--- config.mk ---
export PLATFORM = sky130hd
export DESIGN_NAME = iob_wb2iob
export DESIGN_NICKNAME = d
export VERILOG_FILES = /design/src/rtl/iob_wb2iob_pkg.sv /design/src/rtl/iob_wb2iob_timeout.sv /design/src/rtl/iob_wb2iob.sv
export SDC_FILE = /design/constraint.sdc
export NUM_CORES = 1
export LEC_CHECK = 0
export CORE_ASPECT_RATIO = 2
export CORE_MARGIN = 5
export CORE_UTILIZATION = 26
export CTS_CLUSTER_SIZE = 30
export DETAILED_ROUTE_END_ITERATION = 8
export DONT_BUFFER_PORTS = 1
export GPL_TIMING_DRIVEN = 1
export PLACE_DENSITY = 0.41
export SETUP_SLACK_MARGIN = 0.1
export SYNTH_ARGS = -nofsm -noshare
export SYNTH_HDL_FRONTEND = slang
export SYNTH_SLANG_ARGS = --single-unit
--- constraint.sdc ---
create_clock -name clk_i -period 2.6 [get_ports clk_i]
set_input_delay 0.13 -clock clk_i [delete_from_list [all_inputs] [get_ports clk_i]]
set_output_delay 0.13 -clock clk_i [all_outputs]
set_load 0.03 [all_outputs]
--- src/rtl/iob_wb2iob_pkg.sv ---
// Shared state encoding and default widths for the Wishbone-to-IOb bridge.
// The timeout feature is selected with IOB_WB2IOB_TIMEOUT_EN.
package iob_wb2iob_pkg;

  localparam int ADDR_W_DEF    = 32;
  localparam int DATA_W_DEF    = 32;
  localparam int TIMEOUT_W_DEF = 8;

  localparam logic [2:0] ST_IDLE   = 3'd0;
  localparam logic [2:0] ST_REQ    = 3'd1;
  localparam logic [2:0] ST_WAIT_R = 3'd2;
  localparam logic [2:0] ST_ACK    = 3'd3;
  localparam logic [2:0] ST_ERR    = 3'd4;

  typedef enum logic [2:0] {
    IDLE   = ST_IDLE,
    REQ    = ST_REQ,
    WAIT_R = ST_WAIT_R,
    ACK    = ST_ACK,
    ERR    = ST_ERR
  } state_t;

endpackage

--- src/rtl/iob_wb2iob_timeout.sv ---
// Cycle counter for the bridge wait states; expired_o fires on the (2^TIMEOUT_W-1)th enabled cycle.
// No backpressure: clr_i has priority over en_i, and the count saturates at the limit.
module iob_wb2iob_timeout #(
  parameter int TIMEOUT_W = 8
) (
  input  logic clk_i,
  input  logic arst_n_i,
  input  logic clr_i,
  input  logic en_i,
  output logic expired_o
);

  // The entry cycle is count 0, so the count lags cycles spent by one.
  localparam logic [TIMEOUT_W-1:0] LIMIT = {{(TIMEOUT_W-1){1'b1}}, 1'b0};

  logic [TIMEOUT_W-1:0] cnt;

  always_ff @(posedge clk_i or negedge arst_n_i) begin
    if (!arst_n_i) begin
      cnt <= '0;
    end else if (clr_i) begin
      cnt <= '0;
    end else if (en_i && !expired_o) begin
      cnt <= cnt + 1'b1;
    end
  end

  assign expired_o = en_i && (cnt == LIMIT);

endmodule

--- src/rtl/iob_wb2iob.sv ---
// Wishbone-classic slave to IOb initiator: one IOb request per cycle, ack 2 (write) / 3 (read) cycles after stb on a zero-wait target.
// Holds avalid until ready, one transfer in flight; IOB_WB2IOB_TIMEOUT_EN adds a wait-state timeout reported on wb_err_o.
module iob_wb2iob
  import iob_wb2iob_pkg::*;
#(
  parameter int ADDR_W    = ADDR_W_DEF,
  parameter int DATA_W    = DATA_W_DEF,
  parameter int TIMEOUT_W = TIMEOUT_W_DEF
) (
  input  logic                clk_i,
  input  logic                arst_n_i,
  input  logic                wb_cyc_i,
  input  logic                wb_stb_i,
  input  logic                wb_we_i,
  input  logic [ADDR_W-1:0]   wb_adr_i,
  input  logic [DATA_W-1:0]   wb_dat_i,
  input  logic [DATA_W/8-1:0] wb_sel_i,
  output logic [DATA_W-1:0]   wb_dat_o,
  output logic                wb_ack_o,
  output logic                wb_err_o,
  output logic                iob_avalid_o,
  output logic [ADDR_W-1:0]   iob_addr_o,
  output logic [DATA_W-1:0]   iob_wdata_o,
  output logic [DATA_W/8-1:0] iob_wstrb_o,
  input  logic                iob_ready_i,
  input  logic                iob_rvalid_i,
  input  logic [DATA_W-1:0]   iob_rdata_i
);

  localparam int STRB_W = DATA_W / 8;

  state_t              state, state_n;
  logic                abort, abort_n;
  logic                we, we_n;
  logic                avalid_n;
  logic [ADDR_W-1:0]   addr_n;
  logic [DATA_W-1:0]   wdata_n;
  logic [STRB_W-1:0]   wstrb_n;
  logic                ack_n;
  logic                err_n;
  logic [DATA_W-1:0]   dat_n;
  logic                cnt_clr;
  logic                cnt_en;
  logic                expired;

  always_ff @(posedge clk_i or negedge arst_n_i) begin
    if (!arst_n_i) begin
      state        <= IDLE;
      abort        <= 1'b0;
      we           <= 1'b0;
      iob_avalid_o <= 1'b0;
      iob_addr_o   <= '0;
      iob_wdata_o  <= '0;
      iob_wstrb_o  <= '0;
      wb_ack_o     <= 1'b0;
      wb_err_o     <= 1'b0;
      wb_dat_o     <= '0;
    end else begin
      state        <= state_n;
      abort        <= abort_n;
      we           <= we_n;
      iob_avalid_o <= avalid_n;
      iob_addr_o   <= addr_n;
      iob_wdata_o  <= wdata_n;
      iob_wstrb_o  <= wstrb_n;
      wb_ack_o     <= ack_n;
      wb_err_o     <= err_n;
      wb_dat_o     <= dat_n;
    end
  end

  always_comb begin
    state_n  = state;
    abort_n  = abort;
    we_n     = we;
    avalid_n = 1'b0;
    addr_n   = iob_addr_o;
    wdata_n  = iob_wdata_o;
    wstrb_n  = '0;
    ack_n    = 1'b0;
    err_n    = 1'b0;
    dat_n    = wb_dat_o;
    cnt_clr  = 1'b0;
    cnt_en   = 1'b0;

    case (state)
      IDLE: begin
        if (wb_cyc_i && wb_stb_i) begin
          addr_n   = wb_adr_i;
          wdata_n  = wb_dat_i;
          we_n     = wb_we_i;
          abort_n  = 1'b0;
          avalid_n = 1'b1;
          // An empty write strobe would read as a read on IOb.
          if (wb_we_i) wstrb_n = (wb_sel_i == '0) ? '1 : wb_sel_i;
          cnt_clr  = 1'b1;
          state_n  = REQ;
        end
      end

      REQ: begin
        avalid_n = 1'b1;
        wstrb_n  = iob_wstrb_o;
        cnt_en   = 1'b1;
        if (!wb_cyc_i) abort_n = 1'b1;
        if (iob_ready_i) begin
          avalid_n = 1'b0;
          wstrb_n  = '0;
          if (we) begin
            state_n = ACK;
          end else if (iob_rvalid_i) begin
            dat_n   = iob_rdata_i;
            state_n = ACK;
          end else begin
            cnt_clr = 1'b1;
            state_n = WAIT_R;
          end
        end else if (expired) begin
          avalid_n = 1'b0;
          wstrb_n  = '0;
          state_n  = ERR;
        end
      end

      WAIT_R: begin
        cnt_en = 1'b1;
        if (!wb_cyc_i) abort_n = 1'b1;
        if (iob_rvalid_i) begin
          dat_n   = iob_rdata_i;
          state_n = ACK;
        end else if (expired) begin
          state_n = ERR;
        end
      end

      ACK: begin
        ack_n   = !abort;
        state_n = IDLE;
      end

      ERR: begin
        err_n   = !abort;
        dat_n   = '0;
        state_n = IDLE;
      end

      default: state_n = IDLE;
    endcase
  end

`ifdef IOB_WB2IOB_TIMEOUT_EN
  iob_wb2iob_timeout #(
    .TIMEOUT_W(TIMEOUT_W)
  ) u_timeout (
    .clk_i    (clk_i),
    .arst_n_i (arst_n_i),
    .clr_i    (cnt_clr),
    .en_i     (cnt_en),
    .expired_o(expired)
  );
`else
  // Without the timeout, REQ and WAIT_R wait forever and ERR is unreachable.
  assign expired = 1'b0;
  logic unused_cnt;
  assign unused_cnt = cnt_clr ^ cnt_en ^ (TIMEOUT_W == 0);
`endif

endmodule
==> results of run 1 <==
Yosys cell counts (all sizes together):
| library cell | count | area [µm²] |
|---|---|---|
| buf | 11 | 104 |
| nor4 | 1 | 6.26 |
| and2b | 1 | 7.51 |
| nand3 | 1 | 5.00 |
| mux2 | 99 | 1230 |
| a221oi | 1 | 15.0 |
| a31oi | 1 | 21.3 |
| dfrtp | 106 | 2650 |
| ha | 4 | 50.1 |
| inv | 5 | 18.8 |
| o21ai | 7 | 35.0 |
| conb | 1 | 3.75 |
| nand2 | 5 | 18.8 |
| and4b | 1 | 13.8 |
| nor2 | 5 | 18.8 |
| or3b | 1 | 8.76 |
| nor2b | 1 | 6.26 |
| a21oi | 3 | 15.0 |
cells by family after synthesis:
group | Yosys count | synth area share
multiplexers | 99 | 0.290
flip-flops | 106 | 0.627
adder cells (fa/ha/maj) | 4 | 0.0118
other | 1 | 0.000887
AO/OA/AOI/OAI | 12 | 0.0204
buffers and inverters | 16 | 0.0290
AND/OR/NAND/NOR | 16 | 0.0201
per-stage QoR:
stage          cells  hold slack (ns)  instance area (µm²)
3_3_place_gp     449           -0.162                 4430
2_1_floorplan    254           -0.166                 4230
3_5_place_dp     449           -0.162                 4430
==> impl_results.rst, run 1 <==
.. list-table::
   :header-rows: 1

   * - Metric
     - Value
   * - Stage at which the run stopped
     - clock tree synthesis (4_1_cts)
   * - Syn_area_per_cell
     - 16.6 µm²
   * - Count of state elements after synthesis
     - 106
   * - Register area share after synthesis
     - 0.627
   * - TritonCTS buffer count
     - 9
   * - Starting density of the core
     - 0.263
   * - Die outline width
     - 100 µm
   * - Netlist Area Pre-Place
     - 4230 µm²
   * - Standard-cell rows
     - 66
   * - Die H
     - 190 µm
   * - Clock Tree Root
     - sky130_fd_sc_hd__clkbuf_16
   * - Quantity of hold-fixing buffers added after cts
     - between 100 and 150
   * - Half-perimeter wire length after placement
     - 6.51 mm
   * - Post-CTS Repair Setup Buffers
     - 0
   * - # H-tree levels
     - 3
   * - Run status
     - aborted with a tool error
   * - Gate Count Post-Synth
     - 254
   * - Number of gates resized after CTS
     - 0
   * - Post-synthesis cell type count
     - 21
   * - Count of pins on the block boundary
     - 210
   * - Dpl ws
     - 0.567 ns
   * - Synthesis warning total
     - 0
   * - First error in the log
     - [ERROR RSZ-0060] Max buffer count reached.
   * - Synthesized netlist net count
     - 365
   * - IO Port Bufs
     - 0
   * - Gpl congestion
     - 0.725
   * - Worst-case clock buffer depth
     - 2
   * - CTS Sinks
     - 106
==> inputs of run 2 (changes only) <==
==> config.mk (replaced) <==
export PLATFORM = sky130hd
export DESIGN_NAME = iob_wb2iob
export DESIGN_NICKNAME = d
export VERILOG_FILES = /design/src/rtl/iob_wb2iob_pkg.sv /design/src/rtl/iob_wb2iob_timeout.sv /design/src/rtl/iob_wb2iob.sv
export SDC_FILE = /design/constraint.sdc
export NUM_CORES = 1
export LEC_CHECK = 0
export CORE_MARGIN = 5
export CORE_UTILIZATION = 20
export DETAILED_ROUTE_END_ITERATION = 8
export DONT_BUFFER_PORTS = 1
export GPL_TIMING_DRIVEN = 1
export PLACE_DENSITY_LB_ADDON = 0.15
export SYNTH_ARGS = -nofsm -noshare
export SYNTH_HDL_FRONTEND = slang
export SYNTH_SLANG_ARGS = --single-unit
==> impl_results.rst, run 2 <==
.. list-table::
   :header-rows: 1

   * - Metric
     - Value
   * - Run status
     - finished, violations left
   * - Violated checks
     - negative hold slack
   * - Overall overflow remaining after global route
     - 0
   * - Initial antenna violation count
     - 0
   * - Synth area leader
     - sky130_fd_sc_hd__dfrtp_1
   * - Total routing usage reported by global routing
     - 0.0870
   * - Source-to-sink clock delay at the later pin of the worst-skew pair
     - 0.35 ns
   * - Total Power Consumption
     - 7.73 mW
   * - Total Die Area
     - 24100 µm²
   * - Quantity of hold-fixing buffers added after cts
     - 103
   * - Antenna diode count
     - 0
   * - Register area share after synthesis
     - 0.627
   * - Standard-cell rows
     - 53
   * - Netlist Area Pre-Place
     - between 4000 and 5000 µm²
   * - Starting density of the core
     - 0.202
   * - Cell leakage power
     - 2.56 nW
   * - Number of max-capacitance violations reported
     - 0
   * - TritonCTS clock tree
     - yes
   * - Via count of the first global-routing pass
     - 2874
   * - Number of gates resized after CTS
     - 0
   * - CTS Sinks
     - approximately 110
   * - Post-synthesis cell type count
     - 21
   * - Most frequently used cell type in the post-synthesis netlist
     - sky130_fd_sc_hd__dfrtp_1
   * - Crit Path Class
     - reg -> reg
   * - Sort of element at the start of the critical path
     - flop
   * - Detail-routed via count per cell
     - ~3.8
   * - Largest regs
     - iob_addr_o x32, iob_wdata_o x32, wb_dat_o x32
   * - Worst r2r path cells
     - 5
   * - FFs w/ async S/R, synth
     - 1.00
   * - Path class of the lowest-slack min-delay path
     - in -> async
   * - Clock Tree Root
     - sky130_fd_sc_hd__clkbuf_16
   * - Maximum operating frequency
     - 523 MHz
   * - Power density over the cells
     - about 1300 nW/µm²
   * - # H-tree levels
     - 3
   * - Setup Total Neg Slack
     - 0 ns
   * - Final clock skew
     - 0.00675 ns
   * - Worst-path fanout max
     - 30
   * - Gate Count Post-Synth
     - about 250
   * - Die outline width
     - 155 µm
   * - Synthesis warning total
     - 0
   * - Layout Nets
     - 471
   * - Main flop type after synthesis
     - sky130_fd_sc_hd__dfrtp_1
   * - Vias post-DR
     - 2438
   * - Final number of max-transition violations
     - 0
   * - TritonCTS buffer count
     - 9
   * - Starting DRC count in detailed routing
     - 57
   * - Syn_area_per_cell
     - 16.6 µm²
   * - Ratio of cells with drive above 1 in the final layout
     - 0.329
   * - Crit path time final
     - 1.91 ns
   * - Part of the cycle the worst path needs
     - 0.735
   * - Synthesized netlist net count
     - 365
   * - Worst hold margin
     - -0.527 ns
   * - DR DRC count
     - 0
   * - RSZ-0062 raised after global routing
     - false
   * - Worst path arrival time
     - 2.14 ns
   * - Cell types with the largest area share after synthesis
     - sky130_fd_sc_hd__dfrtp_1 (63%), sky130_fd_sc_hd__mux2_2 (18%), sky130_fd_sc_hd__mux2_4 (11%)
   * - Commonest cells in the synthesized netlist
     - sky130_fd_sc_hd__dfrtp_1 (106), sky130_fd_sc_hd__mux2_2 (69), sky130_fd_sc_hd__mux2_4 (30)
   * - Most common cell after layout, fill and taps aside
     - sky130_fd_sc_hd__dfrtp_1
   * - Detailed-routing iteration count for the pre-antenna-repair pass
     - 3
   * - Worst vdd rail ir drop
     - 0.379 mV
   * - Clock input transition at the sequential cells of the worst setup and hold paths
     - approximately 0.07 ns
   * - Routed wire length per instance
     - 16.6 µm
   * - Core ar.
     - 20900 µm²
   * - Final antenna-violating net count
     - 0
   * - Half-perimeter wire length after placement
     - 7.19 mm
   * - Crit path capture type
     - flop
   * - Global-route wire length before repair
     - approximately 16 mm
   * - IO Port Bufs
     - 0
   * - Area growth from synthesis to layout
     - 38.8%
   * - Final hold viol count
     - 106
   * - Worst slew margin
     - 0.635
   * - Commonest non-fill, non-tap cells in the layout
     - sky130_fd_sc_hd__dfrtp_1 (106), sky130_fd_sc_hd__dlygate4sd3_1 (103), sky130_fd_sc_hd__mux2_2 (69)
   * - WP data required
     - 2.83 ns
   * - Count of state elements after synthesis
     - 106
   * - Endpoints failing setup
     - 0
   * - Worst-case clock buffer depth
     - 2
   * - Aggregate routed wire length
     - 10.6 mm
   * - Largest net degree at the start of global routing
     - 107
   * - Die H
     - between 150 and 200 µm
   * - Number of flops mapped to enable cells by yosys
     - 0
   * - Count of pins on the block boundary
     - 210
   * - Top-area cell type share of the netlist area
     - 0.627
   * - Post-CTS Repair Setup Buffers
     - 0
   * - Gpl congestion
     - about 0.7
   * - Worst slew pin tran
     - 0.542 ns
## run 2: cell counts after synthesis
Identical to the previous run, type by type.
## run 2: cell type report
| class | count | area [µm²] |
|---|---|---|
| fillers | 2112 | 15000 |
| repair buffers | 106 | 1070 |
| well taps | 275 | 344 |
| inverters | 5 | 18.8 |
| clock inverters | 4 | 75.1 |
| flip-flops and latches | 106 | 2650 |
| multi-input cells | 132 | 1470 |
| clock buffers | 12 | 246 |
## run 2: final timing paths
kind                                   from              end  slack [ns]
worst max-delay path               state[0]   iob_wdata_o[1]        0.69
worst min-delay path               arst_n_i  iob_wdata_o[10]       -0.53
worst max register to register     state[0]   iob_wdata_o[1]        0.69
worst min register to register        abort         wb_ack_o        0.46
max in group asynchronous          arst_n_i   iob_addr_o[12]        2.97
min in group clk_i              wb_sel_i[2]   iob_wstrb_o[3]        0.04
## run 2: layer usage
layer	wire length [µm]	GRT usage	part of all wire
met2	5840	0.159	0.55
met3	841	0.0245	0.079
met1	3710	0.0901	0.35
met5	0	0	0
met4	258	0.0463	0.024
## run 2: cell families (layout without fill, tap and decap cells)
family	Yosys count	in the layout	share of synthesized area
compound gates	12	12	0.0204
other cells	1	1	0.000887
simple gates	16	16	0.0201
flops	106	106	0.627
buf+inv	16	127	0.0290
mux	99	99	0.290
fa+ha+maj	4	4	0.0118
## run 2: where the power goes
part,internal (mW),switching (mW),total (mW)
logic,1.12,0.510,1.63
registers,2.44,2.18,4.62
clock network,0.872,0.612,1.48
total,4.43,3.30,7.73
## run 2: per-stage QoR
step	area, µm²	util	std cells	setup slack, ns
6_report	5870	0.281	640	0.688
5_1_grt	5870	0.281	640	0.547
4_1_cts	5870	0.281	640	0.646
3_5_place_dp	4520	0.216	521	0.659
3_3_place_gp	4520	0.216	521	0.741
2_1_floorplan	4230	-	254	0.932
## run 2: worst max-delay path, stage by stage, from the launching register on
cell and delay, ns:
sky130_fd_sc_hd__dfrtp_1 0.40, sky130_fd_sc_hd__inv_1 0.08, sky130_fd_sc_hd__ha_1 0.27, sky130_fd_sc_hd__nand3_4 0.22, sky130_fd_sc_hd__buf_4 0.41, sky130_fd_sc_hd__mux2_2 0.39
Note: power is estimated with default switching activity, not from simulation.
==> inputs of run 3 (changes only) <==
==> constraint.sdc (replaced) <==
create_clock -name clk_i -period 1.6 [get_ports clk_i]
set_input_delay 0.08 -clock clk_i [delete_from_list [all_inputs] [get_ports clk_i]]
set_output_delay 0.08 -clock clk_i [all_outputs]
set_load 0.03 [all_outputs]
==> impl_results.rst, run 3 (synthesized netlist as in run 2, its figures left out) <==
.. list-table::
   :header-rows: 1

   * - Metric
     - Value
   * - Number of max-capacitance violations reported
     - 0
   * - Antenna diode count
     - 0
   * - Die outline width
     - 155 µm
   * - Violated checks
     - negative hold slack, negative setup slack
   * - Total routing usage reported by global routing
     - 0.0833
   * - Via count of the first global-routing pass
     - 2774
   * - Crit path time final
     - 1.69 ns
   * - RSZ-0062 raised after global routing
     - true
   * - Starting DRC count in detailed routing
     - 69
   * - Final Instance Count excl. Fillers
     - between 600 and 700
   * - Reg2reg start
     - state[0]
   * - Length of routed wiring on met1
     - about 4.7 mm
   * - Clock Tree Root
     - sky130_fd_sc_hd__clkbuf_16
   * - Ratio of cells with drive above 1 in the final layout
     - 0.385
   * - Worst r2r path cells
     - 6
   * - Total Power Consumption
     - 13.4 mW
   * - Final number of max-transition violations
     - 0
   * - Register cell area after layout
     - 2650 µm²
   * - Worst vdd rail ir drop
     - 0.752 mV
   * - Clock input transition at the sequential cells of the worst setup and hold paths
     - roughly 0.070 ns
   * - Endpoints failing setup
     - 100
   * - Terminus of the critical flop-to-flop path
     - wb_dat_o[19]
   * - Part of the cycle the worst path needs
     - 1.06
   * - Vias post-DR
     - between 2000 and 3000
   * - Setup slack of the most critical reg-to-reg path
     - -0.09 ns
   * - Number of fill cells
     - ~2100
   * - Standard-cell rows
     - 53
   * - Largest net degree at the start of global routing
     - around 110
   * - Die H
     - 155 µm
   * - Crit path capture type
     - flop
   * - Detailed-routing iteration count for the pre-antenna-repair pass
     - 4
   * - Dpl ws
     - -0.125 ns
   * - Placed Cells
     - 530
   * - Worst slew pin tran
     - 0.548 ns
   * - Count of pins on the block boundary
     - 210
   * - Area used by multi-input combinational logic
     - roughly 1600 µm²
   * - Crit Path Class
     - reg -> reg
   * - Highest signal layer in the routed design
     - met4
   * - Overall overflow remaining after global route
     - 0
   * - Maximum operating frequency
     - 590 MHz
   * - Placed inst area
     - 4620 µm²
   * - Run status
     - finished, violations left
   * - Global-route wire length before repair
     - 15.6 mm
   * - Cell leakage power
     - 2.97 nW
   * - Starting density of the core
     - 0.202
   * - Area growth from synthesis to layout
     - 52.7%
   * - Half-perimeter wire length after placement
     - about 7.1 mm
   * - Worst hold margin
     - -0.575 ns
   * - Commonest non-fill, non-tap cells in the layout
     - sky130_fd_sc_hd__dfrtp_1 (106), sky130_fd_sc_hd__dlygate4sd3_1 (103), sky130_fd_sc_hd__mux2_4 (62)
   * - Path class of the lowest-slack min-delay path
     - in -> async
   * - WP data required
     - around 1.8 ns
   * - Fin util
     - 0.309
   * - Power density over the cells
     - around 2100 nW/µm²
   * - Quantity of hold-fixing buffers added after cts
     - roughly 100
   * - Met3 WL post-DR
     - 1.19 mm
   * - Aggregate routed wire length
     - 11.9 mm
   * - Critical path startpoint
     - state[0]
   * - TritonCTS buffer count
     - 9
   * - Initial antenna violation count
     - 0
   * - Gpl congestion
     - 0.653
   * - Core ar.
     - 20900 µm²
   * - Source-to-sink clock delay at the later pin of the worst-skew pair
     - 0.34 ns
   * - Detailed route wirelength on metal2
     - 5.75 mm
   * - Final antenna-violating net count
     - 0
   * - Worst slew margin
     - 0.631
   * - Detail-routed via count per cell
     - 3.89
   * - TritonCTS clock tree
     - yes
   * - Sort of element at the start of the critical path
     - flop
   * - PnR worst setup slack
     - -0.0950 ns
   * - IO Port Bufs
     - 0
   * - Most common cell after layout, fill and taps aside
     - sky130_fd_sc_hd__dfrtp_1
   * - Worst path arrival time
     - 1.93 ns
   * - Worst-path fanout max
     - 6
   * - # H-tree levels
     - 3
   * - Routed wire length per instance
     - around 18 µm
   * - Largest regs
     - iob_addr_o x32, iob_wdata_o x32, wb_dat_o x32
   * - Final clock skew
     - 0.00488 ns
   * - Area of all placed cells without fillers
     - 6460 µm²
   * - Layout Nets
     - 499
   * - CTS Sinks
     - 106
   * - DR DRC count
     - 0
   * - Total Die Area
     - 24100 µm²
   * - Worst-case clock buffer depth
     - 2
   * - Final hold viol count
     - around 110
## run 3: critical path: stages, from the launching register on
cell and delay, ns:
sky130_fd_sc_hd__dfrtp_1 0.44, sky130_fd_sc_hd__ha_4 0.19, sky130_fd_sc_hd__and4b_4 0.18, sky130_fd_sc_hd__a31oi_4 0.16
sky130_fd_sc_hd__buf_6 0.16, sky130_fd_sc_hd__clkbuf_16 0.16, sky130_fd_sc_hd__mux2_4 0.29
## run 3: how the worst max path moves through the flow
| stage | slack (ns) | end |
|---|---|---|
| final | -0.09 | wb_dat_o[19] |
| after global routing | -0.17 | state[1] |
| after CTS | -0.09 | wb_dat_o[12] |
| after detailed placement | -0.13 | wb_dat_o[0] |
| after global placement | -0.09 | iob_wstrb_o[3] |
| after floorplan | -0.02 | wb_dat_o[10] |
## run 3: layout make-up
cell class	instances	area share
Clock buffer	13	0.0403
Inverter	5	0.00291
Multi-Input combinational cell	132	0.252
Sequential cell	106	0.411
Tap cell	275	0.0533
Timing Repair Buffer	134	0.241
## run 3: routing by layer
| layer | track usage | vias up |
|---|---|---|
| met3 | 0.0359 | 13 |
| met4 | 0.0388 | 0 |
| met5 | 0 | - |
| met1 | 0.0960 | 1295 |
| li1 | - | 1155 |
| met2 | 0.134 | 124 |
## run 3: repair_timing
action                                 in CTS  in global routing
setup buffers                               2                  6
endpoints found under the hold margin     209                106
gates cloned                                2                  9
gates resized for setup                    15                 38
pin swaps                                   2                  0
setup endpoints to repair                  92                103
## run 3: power breakdown
part / switching [mW] / total (mW) / internal [mW] / leakage, nW
logic: 1.12 / 3.82 / 2.70 / 1.57
clock network: 0.913 / 2.03 / 1.12 / 0.128
registers: 3.57 / 7.54 / 3.97 / 1.27
## run 3: through the flow
step,hold WS [ns],TNS (ns)
2_1_floorplan,-0.216,-0.453
3_3_place_gp,-0.212,-2.84
3_5_place_dp,-0.212,-4.08
4_1_cts,-0.602,-2.63
5_1_grt,-0.603,-12.84
6_report,-0.575,-5.55
==> inputs of run 4 (changes only) <==
--- a/config.mk
+++ b/config.mk
@@ -5,12 +5,13 @@
 export SDC_FILE = /design/constraint.sdc
 export NUM_CORES = 1
 export LEC_CHECK = 0
+export CORE_ASPECT_RATIO = 1.2
 export CORE_MARGIN = 5
 export CORE_UTILIZATION = 20
 export DETAILED_ROUTE_END_ITERATION = 8
 export DONT_BUFFER_PORTS = 1
-export GPL_TIMING_DRIVEN = 1
 export PLACE_DENSITY_LB_ADDON = 0.15
+export REMOVE_ABC_BUFFERS = 1
 export SYNTH_ARGS = -nofsm -noshare
 export SYNTH_HDL_FRONTEND = slang
 export SYNTH_SLANG_ARGS = --single-unit
==> impl_results.rst, run 4 (synthesized netlist as in run 2, its figures left out) <==
.. list-table::
   :header-rows: 1

   * - Metric
     - Value
   * - RSZ-0062 raised after global routing
     - true
   * - Die H
     - roughly 170 µm
   * - Terminus of the critical flop-to-flop path
     - wb_dat_o[30]
   * - Source-to-sink clock delay at the later pin of the worst-skew pair
     - 0.35 ns
   * - Cell depth of the worst setup path
     - 6
   * - Endpoints failing setup
     - 66
   * - Part of the cycle the worst path needs
     - 1.05
   * - Critical path buffer and inverter count
     - 2
   * - CTS Sinks
     - 106
   * - Fin util
     - 0.298
   * - Aggregate routed wire length
     - 10.8 mm
   * - Violated checks
     - negative hold slack, negative setup slack
   * - Core ar.
     - 20900 µm²
   * - Run status
     - finished, violations left
   * - Number of fill cells
     - 2100
   * - Worst hold margin
     - -0.577 ns
   * - Crit path time final
     - 1.68 ns
   * - Final hold viol count
     - 106
   * - Starting density of the core
     - 0.202
   * - Most common cell after layout, fill and taps aside
     - sky130_fd_sc_hd__dfrtp_1
   * - Commonest non-fill, non-tap cells in the layout
     - sky130_fd_sc_hd__dfrtp_1 (106), sky130_fd_sc_hd__dlygate4sd3_1 (103), sky130_fd_sc_hd__mux2_2 (65)
   * - TritonCTS clock tree
     - yes
   * - Reg2reg start
     - state[0]
   * - Area growth from synthesis to layout
     - 47.4%
   * - Global-route wire length before repair
     - between 15 and 20 mm
   * - Quantity of hold-fixing buffers added after cts
     - 103
   * - Final number of max-transition violations
     - 0
   * - Initial antenna violation count
     - 0
   * - PnR worst setup slack
     - -0.0830 ns
   * - Total routing usage reported by global routing
     - 0.0814
   * - Cell leakage power
     - 2.76 nW
   * - Critical path destination
     - wb_dat_o[30]
   * - Starting DRC count in detailed routing
     - 44
   * - Crit path capture type
     - flop
   * - Total Die Area
     - 24200 µm²
   * - Detailed-routing iteration count for the pre-antenna-repair pass
     - 3
   * - Placed inst area
     - 4600 µm²
   * - # H-tree levels
     - 3
   * - Half-perimeter wire length after placement
     - ~6.8 mm
   * - Via count of the first global-routing pass
     - 2813
   * - DR DRC count
     - 0
   * - Final clock skew
     - ~0.0097 ns
   * - WP data required
     - between 1.5 and 2 ns
   * - Clock Tree Root
     - sky130_fd_sc_hd__clkbuf_16
   * - Routed wire length per instance
     - between 15 and 20 µm
   * - Ratio of cells with drive above 1 in the final layout
     - 0.388
   * - IO Port Bufs
     - 0
   * - Worst r2r path cells
     - 6
   * - Worst path arrival time
     - 1.91 ns
   * - Number of max-capacitance violations reported
     - 0
   * - Largest stage delay on the critical path
     - 0.41 ns
   * - CP max-delay cell
     - sky130_fd_sc_hd__dfrtp_1
   * - Worst-path fanout max
     - 8
   * - Standard-cell rows
     - 58
   * - Final antenna-violating net count
     - 0
   * - Sort of element at the start of the critical path
     - flop
   * - Vias post-DR
     - between 2000 and 3000
   * - Antenna diode count
     - 0
   * - Worst slew margin
     - 0.639
   * - Area of all placed cells without fillers
     - 6230 µm²
   * - Critical path startpoint
     - state[0]
   * - Dpl ws
     - -0.167 ns
   * - TritonCTS buffer count
     - 9
   * - Overall overflow remaining after global route
     - 0
   * - Detail-routed via count per cell
     - 3.86
   * - Setup slack of the most critical reg-to-reg path
     - -0.08 ns
   * - Cell class contributing the biggest share of worst-path delay
     - flip-flops
   * - Die outline width
     - about 140 µm
   * - Largest net degree at the start of global routing
     - 107
   * - Power density over the cells
     - 2110 nW/µm²
   * - Path class of the lowest-slack min-delay path
     - in -> async
   * - Layout Nets
     - 491
   * - Chain of cells forming the critical path
     - ha_4, and4b_4, a31oi_4, buf_12, clkbuf_16, mux2_4
   * - Worst vdd rail ir drop
     - 0.718 mV
   * - Worst-case clock buffer depth
     - 2
   * - Count of pins on the block boundary
     - 210
   * - Total Power Consumption
     - about 13 mW
   * - Maximum operating frequency
     - between 500 and 600 MHz
   * - Crit Path Class
     - reg -> reg
   * - Worst slew pin tran
     - approximately 0.54 ns
   * - Largest regs
     - iob_addr_o x32, iob_wdata_o x32, wb_dat_o x32
   * - Clock input transition at the sequential cells of the worst setup and hold paths
     - 0.07 ns
   * - Gpl congestion
     - 0.668
[run 4: changes by cell type in the layout (fill, tap and decap cells not counted), sizes merged]
cell	before	now
buf	24	19
bufinv	0	1
clkbuf	20	14
clkinv	0	3
clkinvlp	0	1
[run 4: worst min-delay path by stage]
stage,from,endpoint,slack (ns),cells after the start
3_3_place_gp,arst_n_i,iob_addr_o[11],-0.21,0
3_5_place_dp,arst_n_i,iob_addr_o[11],-0.21,0
2_1_floorplan,arst_n_i,abort,-0.22,0
4_1_cts,arst_n_i,iob_addr_o[11],-0.61,0
6_report,arst_n_i,iob_addr_o[11],-0.58,0
5_1_grt,arst_n_i,iob_addr_o[11],-0.61,0
[run 4: per-stage QoR]
step                      instances  setup TNS, ns
after CTS                       646          -3.61
final                           654          -2.69
after global routing            654          -9.09
after floorplan                 243        -126.75
after detailed placement        525          -5.80
after global placement          525          -3.90
[run 4: power breakdown]
group / switching (mW) / internal (mW)
sequential: 3.53 / 3.97
combinational: 1.06 / 2.38
clock: 0.978 / 1.20
total: 5.57 / 7.55
[run 4: layout make-up]
class	count	area, µm²	area share
inverters	5	21.3	0.00341
clock inverters	5	56.3	0.00904
flip-flops and latches	106	2650	0.426
repair buffers	126	1390	0.224
well taps	270	338	0.0542
multi-input cells	132	1540	0.247
clock buffers	10	229	0.0368
[run 4: metal layers]
layer | share of wire | global-route usage | up-vias
met5 | 0 | 0 | -
met2 | 0.50 | 0.137 | 131
met3 | 0.099 | 0.0279 | 12
met4 | 0.020 | 0.0434 | 0
li1 | - | - | 1137
met1 | 0.38 | 0.0903 | 1246
[run 4: what timing repair did]
item                                    4_1_cts  5_1_grt
cloned                                        2        5
hold endpoints to repair                    209      106
gates resized for setup                      13       14
pin swaps                                     0        8
setup buffers                                 1        3
endpoints found under the setup margin      103       77
